## src/rtl/nrisc_fetch_queue_if.sv

```systemverilog
// Fetch queue bus: instruction-memory side plus core-side handshake.
// master = fetch queue, slave = memory/core environment.
interface nrisc_fetch_queue_if #(
    parameter int TAM   = 16,
    parameter int DEPTH = 4
);
    localparam int CW = $clog2(DEPTH) + 1;

    logic [TAM-1:0] IDATA_CORE_addr;
    logic           IDATA_req;
    logic [15:0]    IDATA_CORE_out;
    logic           CORE_flush;
    logic [TAM-1:0] CORE_flush_addr;
    logic           CORE_ready;
    logic [15:0]    CORE_InstructionIN;
    logic           CORE_valid;
    logic [TAM-1:0] CORE_PC;
    logic [CW-1:0]  QUEUE_count;

    modport master (
        output IDATA_CORE_addr,
        output IDATA_req,
        input  IDATA_CORE_out,
        input  CORE_flush,
        input  CORE_flush_addr,
        input  CORE_ready,
        output CORE_InstructionIN,
        output CORE_valid,
        output CORE_PC,
        output QUEUE_count
    );

    modport slave (
        input  IDATA_CORE_addr,
        input  IDATA_req,
        output IDATA_CORE_out,
        output CORE_flush,
        output CORE_flush_addr,
        output CORE_ready,
        input  CORE_InstructionIN,
        input  CORE_valid,
        input  CORE_PC,
        input  QUEUE_count
    );
endinterface

```

## src/rtl/nrisc_fetch_queue.sv

```systemverilog
// Instruction prefetch queue with credit-based fetch and flush redirect.
// Ports: clk, rst (async active-high), bus (nrisc_fetch_queue_if.master):
//   IDATA_* = 1-cycle-latency instruction memory, CORE_* = core handshake,
//   QUEUE_count = stored entries.
// Option: define NRISC_FETCH_BYPASS_EN to present a response arriving to
//   an empty queue in the same cycle (skips storage when consumed).
module nrisc_fetch_queue #(
    parameter int             TAM      = 16,
    parameter int             DEPTH    = 4,
    parameter logic [TAM-1:0] RESET_PC = '0
) (
    input  logic               clk,
    input  logic               rst,
    nrisc_fetch_queue_if.master bus
);
    localparam int AW  = $clog2(DEPTH);
    localparam int CW  = AW + 1;
    localparam int CW1 = CW + 1;
    localparam logic [CW:0] L_DEPTH = CW1'(DEPTH);

    typedef enum logic [1:0] {IDLE, FETCH, FULL, FLUSH} state_t;

    state_t         r_state;
    logic [TAM-1:0] r_pc;
    logic           r_inf;
    logic [TAM-1:0] r_inf_addr;
    logic [15:0]    r_q_ins [DEPTH];
    logic [TAM-1:0] r_q_pc  [DEPTH];
    logic [AW-1:0]  r_rd;
    logic [AW-1:0]  r_wr;
    logic [CW-1:0]  r_cnt;

    logic           w_flush;
    logic           w_empty;
    logic [CW:0]    w_used;
    logic           w_credit;
    logic           w_req;
    logic           w_byp;
    logic           w_valid;
    logic           w_pop;
    logic           w_pop_q;
    logic           w_push;
    logic [CW-1:0]  w_cnt_nxt;
    logic [15:0]    w_head_ins;
    logic [TAM-1:0] w_head_pc;

    assign w_flush = bus.CORE_flush;
    assign w_empty = (r_cnt == '0);

    // Stored entries plus the response still on its way must fit.
    assign w_used   = {1'b0, r_cnt} + {{CW{1'b0}}, r_inf};
    assign w_credit = (w_used < L_DEPTH);

    assign w_req = (r_state == FLUSH) |
                   ((r_state == FETCH) & w_credit);

`ifdef NRISC_FETCH_BYPASS_EN
    assign w_byp = w_empty & r_inf;
`else
    assign w_byp = 1'b0;
`endif

    assign w_valid    = ~w_empty | w_byp;
    assign w_head_ins = w_byp ? bus.IDATA_CORE_out : r_q_ins[r_rd];
    assign w_head_pc  = w_byp ? r_inf_addr : r_q_pc[r_rd];

    // Flush wins over both ends of the queue.
    assign w_pop   = w_valid & bus.CORE_ready & ~w_flush;
    assign w_pop_q = w_pop & ~w_empty;
    assign w_push  = r_inf & ~w_flush & ~(w_byp & w_pop);

    assign w_cnt_nxt = r_cnt + CW'(w_push) - CW'(w_pop_q);

    assign bus.IDATA_req          = w_req;
    assign bus.IDATA_CORE_addr    = r_pc;
    assign bus.CORE_valid         = w_valid;
    assign bus.CORE_InstructionIN = w_valid ? w_head_ins : 16'h0000;
    assign bus.CORE_PC            = w_valid ? w_head_pc : '0;
    assign bus.QUEUE_count        = r_cnt;

    always_ff @(posedge clk or posedge rst) begin
        if (rst) begin
            r_state    <= IDLE;
            r_pc       <= RESET_PC;
            r_inf      <= 1'b0;
            r_inf_addr <= '0;
            r_rd       <= '0;
            r_wr       <= '0;
            r_cnt      <= '0;
        end else begin
            // A request issued in the flush cycle is dropped on return.
            r_inf <= w_req & ~w_flush;
            if (w_req) begin
                r_inf_addr <= r_pc;
            end
            if (w_flush) begin
                r_pc    <= bus.CORE_flush_addr;
                r_rd    <= '0;
                r_wr    <= '0;
                r_cnt   <= '0;
                r_state <= FLUSH;
            end else begin
                if (w_req) begin
                    r_pc <= r_pc + TAM'(1);
                end
                if (w_push) begin
                    r_wr <= r_wr + AW'(1);
                end
                if (w_pop_q) begin
                    r_rd <= r_rd + AW'(1);
                end
                r_cnt <= w_cnt_nxt;
                unique case (r_state)
                    IDLE:  r_state <= FETCH;
                    FETCH: if (!w_credit) r_state <= FULL;
                    // Nothing is in flight while FULL.
                    FULL:  if ({1'b0, w_cnt_nxt} < L_DEPTH) r_state <= FETCH;
                    FLUSH: r_state <= FETCH;
                    default: r_state <= IDLE;
                endcase
            end
        end
    end

    // Payload storage needs no reset: it is only read behind CORE_valid.
    always_ff @(posedge clk) begin
        if (w_push) begin
            r_q_ins[r_wr] <= bus.IDATA_CORE_out;
            r_q_pc[r_wr]  <= r_inf_addr;
        end
    end
endmodule
```

## src/flat_wrapper.sv

```systemverilog
// flat-port wrapper written by rule: the top's interface ports become plain ports
module nrisc_fetch_queue_flat 
#(
    parameter int             TAM      = 16,
    parameter int             DEPTH    = 4,
    parameter logic [TAM-1:0] RESET_PC = '0
)
  (clk, rst, bus_IDATA_CORE_addr, bus_IDATA_req, bus_IDATA_CORE_out, bus_CORE_flush, bus_CORE_flush_addr, bus_CORE_ready, bus_CORE_InstructionIN, bus_CORE_valid, bus_CORE_PC, bus_QUEUE_count);
  nrisc_fetch_queue_if #(.TAM(TAM), .DEPTH(DEPTH)) bus_i ();
  input  logic clk;
  input  logic rst;
  output wire logic [$bits(bus_i.IDATA_CORE_addr)-1:0] bus_IDATA_CORE_addr;
  output wire logic [$bits(bus_i.IDATA_req)-1:0] bus_IDATA_req;
  input wire logic [$bits(bus_i.IDATA_CORE_out)-1:0] bus_IDATA_CORE_out;
  input wire logic [$bits(bus_i.CORE_flush)-1:0] bus_CORE_flush;
  input wire logic [$bits(bus_i.CORE_flush_addr)-1:0] bus_CORE_flush_addr;
  input wire logic [$bits(bus_i.CORE_ready)-1:0] bus_CORE_ready;
  output wire logic [$bits(bus_i.CORE_InstructionIN)-1:0] bus_CORE_InstructionIN;
  output wire logic [$bits(bus_i.CORE_valid)-1:0] bus_CORE_valid;
  output wire logic [$bits(bus_i.CORE_PC)-1:0] bus_CORE_PC;
  output wire logic [$bits(bus_i.QUEUE_count)-1:0] bus_QUEUE_count;
  assign bus_IDATA_CORE_addr = bus_i.IDATA_CORE_addr;
  assign bus_IDATA_req = bus_i.IDATA_req;
  assign bus_i.IDATA_CORE_out = bus_IDATA_CORE_out;
  assign bus_i.CORE_flush = bus_CORE_flush;
  assign bus_i.CORE_flush_addr = bus_CORE_flush_addr;
  assign bus_i.CORE_ready = bus_CORE_ready;
  assign bus_CORE_InstructionIN = bus_i.CORE_InstructionIN;
  assign bus_CORE_valid = bus_i.CORE_valid;
  assign bus_CORE_PC = bus_i.CORE_PC;
  assign bus_QUEUE_count = bus_i.QUEUE_count;
  nrisc_fetch_queue #(.TAM(TAM), .DEPTH(DEPTH), .RESET_PC(RESET_PC)) u_core (.clk(clk), .rst(rst), .bus(bus_i));
endmodule
```

## config.mk

```make
export PLATFORM = sky130hd
export DESIGN_NAME = nrisc_fetch_queue_flat
export DESIGN_NICKNAME = d
export VERILOG_FILES = /design/src/rtl/nrisc_fetch_queue_if.sv /design/src/rtl/nrisc_fetch_queue.sv /design/src/flat_wrapper.sv
export SDC_FILE = /design/constraint.sdc
export NUM_CORES = 1
export LEC_CHECK = 0
export BUFFER_PORTS_ARGS = -buffer_cell sky130_fd_sc_hd__buf_2
export CAP_MARGIN = 10
export CORE_ASPECT_RATIO = 1.4
export CORE_MARGIN = 1.5
export CORE_UTILIZATION = 60
export DETAILED_ROUTE_END_ITERATION = 8
export GPL_ROUTABILITY_DRIVEN = 0
export PLACE_DENSITY_LB_ADDON = 0.12
export SLEW_MARGIN = 10
export SYNTH_ARGS = -nofsm -noshare
export SYNTH_HDL_FRONTEND = slang
export SYNTH_SLANG_ARGS = --single-unit
```

## constraint.sdc

```tcl
create_clock -name clk -period 6.2 [get_ports clk]
set_input_delay 0.62 -clock clk [delete_from_list [all_inputs] [get_ports clk]]
set_output_delay 0.62 -clock clk [all_outputs]
set_load 0.02 [all_outputs]
```

==> out/metrics.cfg <==
[outcome]
status = complete, no violations

[setup_path]
startpoint = u_core.bus.QUEUE_count[1]$_DFF_PP0_
criticalPathCategory = reg2reg
cp-end-kind = register
rr_worst_depth = 11
r2r_setup_slack_ns = 3.03
r2r-end = u_core.r_state[1]$_DFFE_PP0P_
crit_fanout = 35
cp-start-kind = register
path_buf_inv = 2
critical_path_required_ns = 6.51
endpoint = u_core.r_state[1]$_DFFE_PP0P_
cp_slowest_cell = or3_1
arrival_ns = 3.47
cpPeakStageDelay_ns = 0.81
path_depth = 11
path_cells = or3_1, nand2_1, nor2_1, ha_1, inv_1, ha_1, inv_1, fa_1, xnor2_1, nor4_1, a211o_1
cp_top_family = simple AND/OR/NAND/NOR gates
timing.rr.start = u_core.bus.QUEUE_count[1]$_DFF_PP0_

[cells_and_area]
area_growth_pct = 15.7
insertedDiodeCount = 0
final_cell_mix = 128 x edfxtp_1, 88 x buf_2, 41 x dfrtp_1
fin_cells = 662
drive_gt1_frac = 0.344
fillCellCount = 739
layout_commonest_cell = edfxtp_1
nets = 550

[synth]
synthMuxAreaShare = 0.125
syn_nets = 464
synth_top_area_cell = edfxtp_1
synth_top_area_share = 0.549
synth_cell_types = 43
synth_area_leaders = edfxtp_1 55%, dfrtp_1 15%, mux4_2 10%
synth_top_family_by_area = multiplexers
synth_enable_flop_cells = 128
synth_compound_area_frac = 0.0454
yosys.area_share.xor_xnor = 0.00500
yosys_register_bits = 170
synth-async-reset-ratio = 0.247
yosysWarnings = 0
synth_ff_type = edfxtp_1
syn_inst = 419
syn_area_per_cell_um2 = 16.7
synthAdderAreaFrac = 0.0172
synthSimpleGateAreaFrac = 0.0856
syn_area_mm2 = 0.00700
ys_seq_area_frac = 0.699

[min_path]
hold_class = in2async

[die]
io_pins = 89
core_mm2 = 0.0113
fp.dieH_um = 131
die-area_mm2 = 0.0123
initial_utilization = 0.618
fp.dieW_um = 94.3
num_rows = 46

[drt]
dr_total_vias = 3852
wl_mm = 12.6
via_per_inst = 5.82
remaining_drc_errors = 0
ant_nets = 0
drtIter0Drc = 226
wire_per_inst_um = 19.1
drtPass1Iterations = 4

[clock_network]
numCtsBuffers = 17
clock_tree.buffer_depth = 2
ctsHoldBuffers = 0
post_cts_resized = 0
clkTransAtPathRegs_ns = 0.07
cts_tree = yes
cts_root_buf = clkbuf_16
htree_levels = 4
cts_setup_buffers = 0
insertion_delay_ns = 0.42
clock-sinks = 170

[global_route]
antenna_found_initial = 0
grt_pass1_vias = 3905
grt_use_total = 0.224
grt_pass1_wl_mm = 20.1
overflow = 0
grt_max_degree = 43

[timing]
fin_hold_ws_ns = 0.322
tns_ns = 0
tightest_slew_ns = 1.03
period_minus_slack_ns = 3.17
setup_viol = 0
max_freq_mhz = 316
rsz0062_at_grt = false
drv_slew = 0
relSlewSlack = 0.311
hold_violations = 0
fin_crit_sh = 0.511
fin_skew_ns = 0.00967

[power_and_ir_drop]
pwr_density_cell_mw_per_mm2 = 406
irDropWorstVdd_uv = 235
p_leak_uw = 0.00301

[placed_design]
dp_cells = 630
portBuffers = 88
dpl.hpwl_mm = 7.89

[flow_run]
max_cap_viol_count = 0

[synth_stat cells (2+ instances only)]
cell / instances
a31oi_1: 14
and2_1: 38
and3_1: 4
and4_1: 2
buf_1: 3
buf_2: 6
clkbuf_1: 14
dfrtp_1: 42
edfxtp_1: 128
ha_1: 8
inv_1: 13
mux2_2: 13
mux4_2: 32
nand2_1: 12
nand3_1: 4
nand4_1: 4
nor2_1: 21
nor2b_1: 3
nor3_1: 2
nor4_1: 2
o2111ai_1: 2
o21ai_0: 13
o31ai_1: 7
or3_1: 5
or4_1: 7
xnor2_1: 2
xor2_1: 2
[where the power goes]
| group | switching, uW | internal [uW] |
|---|---|---|
| sequential | 99.3 | 1370 |
| combinational | 488 | 352 |
| clock | 449 | 528 |
[through the flow]
stage	cell area, um2	setup slack, ns	total power, uW	util
finish	8100	3.03	3290	0.714
detailed placement	7550	2.96	2350	0.666
global route	8100	2.72	3450	0.714
floorplan	7000	3.47	2080	-
global placement	7550	3.01	2320	0.666
CTS	8100	2.97	3330	0.714
[how the worst min path moves through the flow]
| stage | from | end | slack (ns) | cells after the start |
|---|---|---|---|---|
| finish | rst | u_core.r_wr[1]$_DFFE_PP0P_ | 0.32 | 3 |
| global route | rst | u_core.r_wr[0]$_DFFE_PP0P_ | 0.37 | 3 |
| CTS | rst | u_core.bus.IDATA_CORE_addr[11]$_DFFE_PP0P_ | 0.33 | 3 |
| detailed placement | u_core.r_inf_addr[6]$_DFFE_PP0P_ | u_core.r_q_pc[1][6]$_DFFE_PP_ | 0.50 | 0 |
| global placement | u_core.r_inf_addr[5]$_DFFE_PP0P_ | u_core.r_q_pc[3][5]$_DFFE_PP_ | 0.49 | 0 |
| floorplan | u_core.r_inf_addr[13]$_DFFE_PP0P_ | u_core.r_q_pc[0][13]$_DFFE_PP_ | 0.47 | 0 |
[worst min-delay path, cell delays in order]
cell	delay [ns]
buf_2	0.09
inv_1	0.04
buf_4	0.44
[per-layer routing]
layer | up-vias | wire (um) | GRT usage
li1 | 1798 | - | -
met1 | 1942 | 5190 | 0.284
met2 | 100 | 6720 | 0.379
met3 | 12 | 526 | 0.0527
met4 | 0 | 193 | 0.0852
met5 | - | 0 | 0
[sequential cells by signal (all words and copies together) (netlist names)]
| signal | count |
|---|---|
| u_core.r_q_ins | 64 |
| u_core.r_inf | 1 |
| u_core.r_state | 2 |
| u_core.r_inf_addr | 16 |
| u_core.r_wr | 2 |
| u_core.r_rd | 2 |
| u_core.bus.IDATA_CORE_addr | 16 |
| u_core.bus.QUEUE_count | 3 |
| u_core.r_q_pc | 64 |
[final cells by class]
type | instances | area [um2] | share of cell area
Clock buffer | 17 | 425 | 0.0525
Timing Repair Buffer | 91 | 463 | 0.0572
Clock inverter | 15 | 129 | 0.0159
Inverter | 14 | 52.6 | 0.00649
Multi-Input combinational cell | 211 | 1950 | 0.241
Sequential cell | 170 | 4900 | 0.604
Tap cell | 144 | 180 | 0.0222
[cells by family (layout without fill, tap and decap cells)]
kind of cell    count (synthesis)  in the layout
fa+ha+maj                       9              9
xor+xnor                        4              4
simple gates                  107            107
compound gates                 45             45
flops                         170            170
buf+inv                        38            137
mux                            46             46
(Power assumes the default switching activity.)
